File: src/rtl/zmod_adc_spi_arbiter.sv
// Two-requester arbiter in front of the AD9648 SPI configuration master.
// Serialises commands, issues one start per command and returns ack/rdata/timeout.
module zmod_adc_spi_arbiter #(
    parameter int P_PRIORITY_MODE = 0,
    parameter int P_START_TIMEOUT = 16,
    parameter int P_GAP           = 4
) (
    input  logic        clk,
    input  logic        rstn,
    input  logic        i_req0,
    input  logic        i_req1,
    input  logic [23:0] i24_cmd0,
    input  logic [23:0] i24_cmd1,
    output logic        o_ack0,
    output logic        o_ack1,
    output logic [7:0]  o8_rdata0,
    output logic [7:0]  o8_rdata1,
    output logic        o_timeout,
    output logic [1:0]  o2_grant,
    output logic        o_spi_start,
    output logic [23:0] o24_spi_cmd,
    input  logic        i_spi_busy,
    input  logic [7:0]  i8_spi_rdata
);

    typedef enum logic [2:0] {IDLE, ISSUE, WAIT_BUSY, WAIT_DONE, GAP} state_t;

    localparam logic [7:0] TO_LAST  = 8'(P_START_TIMEOUT - 1);
    localparam logic [7:0] GAP_LAST = 8'(P_GAP - 1);

    state_t     state, state_nx;
    logic [7:0] cnt;
    logic       owner;
    logic       last;
    logic       any_req, pick1;
    logic       start_d, done_d, timeout_d, cnt_run;

    assign any_req = i_req0 | i_req1;

    // On a round-robin tie the requester not served last wins.
    always_comb begin
        if (P_PRIORITY_MODE != 0) pick1 = ~i_req0;
        else                      pick1 = i_req1 & (~i_req0 | ~last);
    end

    always_ff @(posedge clk) begin
        if (!rstn) state <= IDLE;
        else       state <= state_nx;
    end

    always_comb begin
        state_nx = state;
        case (state)
            IDLE:      if (any_req) state_nx = ISSUE;
            ISSUE:     state_nx = WAIT_BUSY;
            WAIT_BUSY: begin
                if (i_spi_busy)          state_nx = WAIT_DONE;
                else if (cnt == TO_LAST) state_nx = GAP;
            end
            WAIT_DONE: if (!i_spi_busy) state_nx = GAP;
            GAP:       if (cnt == GAP_LAST) state_nx = IDLE;
            default:   state_nx = IDLE;
        endcase
    end

    always_comb begin
        start_d   = (state == ISSUE);
        timeout_d = (state == WAIT_BUSY) && !i_spi_busy && (cnt == TO_LAST);
        done_d    = timeout_d || ((state == WAIT_DONE) && !i_spi_busy);
        cnt_run   = (state_nx == state) && ((state == WAIT_BUSY) || (state == GAP));
    end

    // One counter serves both the start timeout and the gap; it clears on every state change.
    always_ff @(posedge clk) begin
        if (!rstn) begin
            cnt         <= 8'd0;
            owner       <= 1'b0;
            last        <= 1'b1;
            o_ack0      <= 1'b0;
            o_ack1      <= 1'b0;
            o_timeout   <= 1'b0;
            o_spi_start <= 1'b0;
            o2_grant    <= 2'b00;
            o24_spi_cmd <= 24'd0;
            o8_rdata0   <= 8'd0;
            o8_rdata1   <= 8'd0;
        end else begin
            cnt         <= cnt_run ? cnt + 8'd1 : 8'd0;
            o_spi_start <= start_d;
            o_timeout   <= timeout_d;
            o_ack0      <= done_d & ~owner;
            o_ack1      <= done_d & owner;
            if (state == IDLE && any_req) begin
                owner       <= pick1;
                o2_grant    <= pick1 ? 2'b10 : 2'b01;
                o24_spi_cmd <= pick1 ? i24_cmd1 : i24_cmd0;
            end
            if (done_d) begin
                o2_grant <= 2'b00;
                last     <= owner;
                if (!timeout_d && o24_spi_cmd[23]) begin
                    if (owner) o8_rdata1 <= i8_spi_rdata;
                    else       o8_rdata0 <= i8_spi_rdata;
                end
            end
        end
    end

endmodule
File: config.mk
export PLATFORM = sky130hd
export DESIGN_NAME = zmod_adc_spi_arbiter
export DESIGN_NICKNAME = d
export VERILOG_FILES = /design/src/rtl/zmod_adc_spi_arbiter.sv
export SDC_FILE = /design/constraint.sdc
export NUM_CORES = 1
export LEC_CHECK = 0
export BUFFER_PORTS_ARGS = -buffer_cell sky130_fd_sc_hd__buf_4
export CORE_AREA = 2 2 65 79
export CTS_BUF_LIST = sky130_fd_sc_hd__clkbuf_4
export CTS_CLUSTER_DIAMETER = 200
export DETAILED_ROUTE_END_ITERATION = 10
export DIE_AREA = 0 0 67 81
export PLACE_DENSITY_LB_ADDON = 0.2
export SYNTH_ARGS = -nofsm -noshare
export SYNTH_HDL_FRONTEND = slang
export SYNTH_SLANG_ARGS = --single-unit
File: constraint.sdc
create_clock -name clk -period 2.5 [get_ports clk]
set_input_delay 0.5 -clock clk [delete_from_list [all_inputs] [get_ports clk]]
set_output_delay 0.5 -clock clk [all_outputs]
set_load 0.1 [all_outputs]
==> reports/results.tsv <==
metric	value	unit
relative slew slack	0.462	
vias per cell	5.07	
Synth async-reset ratio	0	
Slew Limit Fails	0	
Final Hold Fails	0	
Post-CTS Resized	0	
total grt overflow	0	
FMAX	522	MHz
unrepaired setup endpoints after global routing	false	
Routed WL per cell	12.4	um
Setup Buffers After CTS	0	
core outline area	4760	um^2
synthesized area	2360	um^2
most frequent cells in the layout	110 x buf_4, 72 x nand2_1, 59 x dfxtp_1	
worst hold stages	3	
CP Class	reg2reg	
Slew @ Worst Pin	0.805	ns
M3 GR Usage	0.0900	
Cell Pwr Density	748	nW/um^2
Max-Cap Viols	0	
DRC	0	
IO buf count	106	
Synth area leaders	dfxtp_1 50%, nand2_1 11%, o21ai_0 7.4%, a31oi_1 6.9%, nand3_1 3.6%	
Finished Core Util	0.689	
die area	5430	um^2
first-pass GRT wire length	9100	um
global routing's busiest layer	met2	
hpwl dp	4050	um
post-synth top area share	0.501	
Post-synth EDFFs	0	
Post-Syn Instances	287	
CTS tree	built	
clock latency at the later pin of the worst-skew pair	0.38	ns
cell row count	28	
sequential fraction of the synthesis area	0.501	
DP Cell Count	438	
CTS Buf Count	9	
Synth cell types	35	
Clock Tree Buf Depth	2	
Critical Path AT	2.17	ns
P&R area growth vs syn	39.2	%
Tcrit/Tclk final	0.767	
worst hold path type	in2reg	
CTS Sinks	59	
worst reg2reg path depth	4	
hold buffers post-CTS	0	
most common cell after layout, fill and taps aside	buf_4	
most used flip-flop cell after synthesis	dfxtp_1	
syn_nets	349	
final wirelength	5620	um
crit path setup slack, layout	0.583	ns
initial antenna violation count	0	
Starting Density	0.495	
Placed Area	3180	um^2
Yosys reg bits	59	
fin cells	453	
Setup Skew	0.0135	ns
Yosys top cell by area	dfxtp_1	
final setup fails	0	
Die W	67	um
clk root buf	clkbuf_4	
clock-pin slew on the worst setup and hold paths	0.10	ns
final instance area	3280	um^2
Place WS	0.409	ns
drt first pass iters	4	
Final Wtd Congestion	0.770	
Crit. End Element	flop	
reg-to-reg endpoint	o8_rdata1[1]$_SDFFE_PN0P_	
total number of vias	2298	
Top Ports	107	
R2R setup slack	0.58	ns
Tmin final	1.92	ns
YS warnings	0	
ANT nets after route	0	
vias in the first global route	2103	
die height	81	um
total inserted antenna cells	0	
Initial DRC Count	99	
Global Route Usage Sum	0.218	
share of post-route cells with drive strength above 1	0.351	
met2 Usage GRT	0.346	
Hold EP	o8_rdata0[6]$_SDFFE_PN0P_	
count of nets after finishing	451	
largest net degree at the start of global routing	49	
setup_tns	0	ns
peak supply drop	0.000536	V
min-delay src	i8_spi_rdata[6]	
critical path required time	2.75	ns
reg-to-reg critical path startpoint	state[1]$_SDFF_PN0_	
syn avg cell area	8.22	um^2
critical-path maximum fanout	16	
H-Tree Depth	3	
Static Leakage	1.44	nW
status	finished, final reports clean	
met1 Track Usage GR	0.255	
Startpoint Class	flop	
stage by stage:
stage	hold slack (ns)	power [mW]
6_report	0.347	2.46
5_1_grt	0.333	2.57
4_1_cts	0.323	2.48
3_5_place_dp	0.455	1.95
3_3_place_gp	0.431	1.95
2_1_floorplan	0.418	1.73
metal layers:
metal  vias to the layer above  wire [um]
met5                         -          0
met4                         0        125
met3                        12        457
met2                        82       2620
met1                      1002       2420
li1                       1202          -
state kept, by name, indices dropped and copies added, names as in the netlist:
| register | flops |
|---|---|
| o2_grant | 2 |
| last | 1 |
| o8_rdata0 | 8 |
| o8_rdata1 | 8 |
| o_ack1 | 1 |
| o_spi_start | 1 |
| owner | 1 |
| o_ack0 | 1 |
| state | 3 |
| o_timeout | 1 |
| o24_spi_cmd | 24 |
| cnt | 8 |
cells in the mapped netlist, drive strengths merged, types with 2 or more instances:
cell type and number:
xnor2 4, clkbuf 15, xor2 2, nor2b 2
a31oi 26, nand3 19, nand2 72, o21ai 43
a21oi 2, nor2 12, inv 4, buf 4
and3 2, dfxtp 59, nor3 6
power breakdown:
group | internal [mW] | switching [mW]
Clock | 0.214 | 0.309
Sequential | 1.02 | 0.0448
Combinational | 0.210 | 0.662
Total | 1.44 | 1.02
kinds of logic after synthesis:
kind of cell             after synthesis  synth area share
AND/OR/NAND/NOR                      120             0.226
AO/OA/AOI/OAI                         78             0.205
flip-flops                            59             0.501
buffers and inverters                 23            0.0408
XOR/XNOR                               6            0.0223
adder cells (fa/ha/maj)                1           0.00530
final cells by class:
| cell class | count | area, um^2 |
|---|---|---|
| tap | 60 | 75.1 |
| sequential | 59 | 1180 |
| clock inverter | 4 | 18.8 |
| timing repair buffer | 110 | 826 |
| fill | 408 | 1480 |
| inverter | 4 | 15.0 |
| multi-input combinational | 205 | 1090 |
| clock buffer | 11 | 82.6 |
worst max-delay path, cell delays in order, from the launching register on:
cell and delay, ns:
dfxtp_1 0.44, or3b_4 0.43, or3_1 0.65, nand3_1 0.21, o21ai_2 0.06
worst max path at each step:
stage          slack (ns)                          from                   endpoint  cells after the start
3_3_place_gp         0.44                    i_spi_busy  o8_rdata1[2]$_SDFFE_PN0P_                      5
2_1_floorplan        0.53  o24_spi_cmd[23]$_SDFFE_PN0P_  o8_rdata1[5]$_SDFFE_PN0P_                      6
5_1_grt              0.48           state[1]$_SDFF_PN0_  o8_rdata1[1]$_SDFFE_PN0P_                      4
6_report             0.58           state[1]$_SDFF_PN0_  o8_rdata1[1]$_SDFFE_PN0P_                      4
3_5_place_dp         0.41                    i_spi_busy  o8_rdata1[2]$_SDFFE_PN0P_                      5
4_1_cts              0.58           state[1]$_SDFF_PN0_  o8_rdata1[4]$_SDFFE_PN0P_                      4
Note: power is estimated with default switching activity, not from simulation.
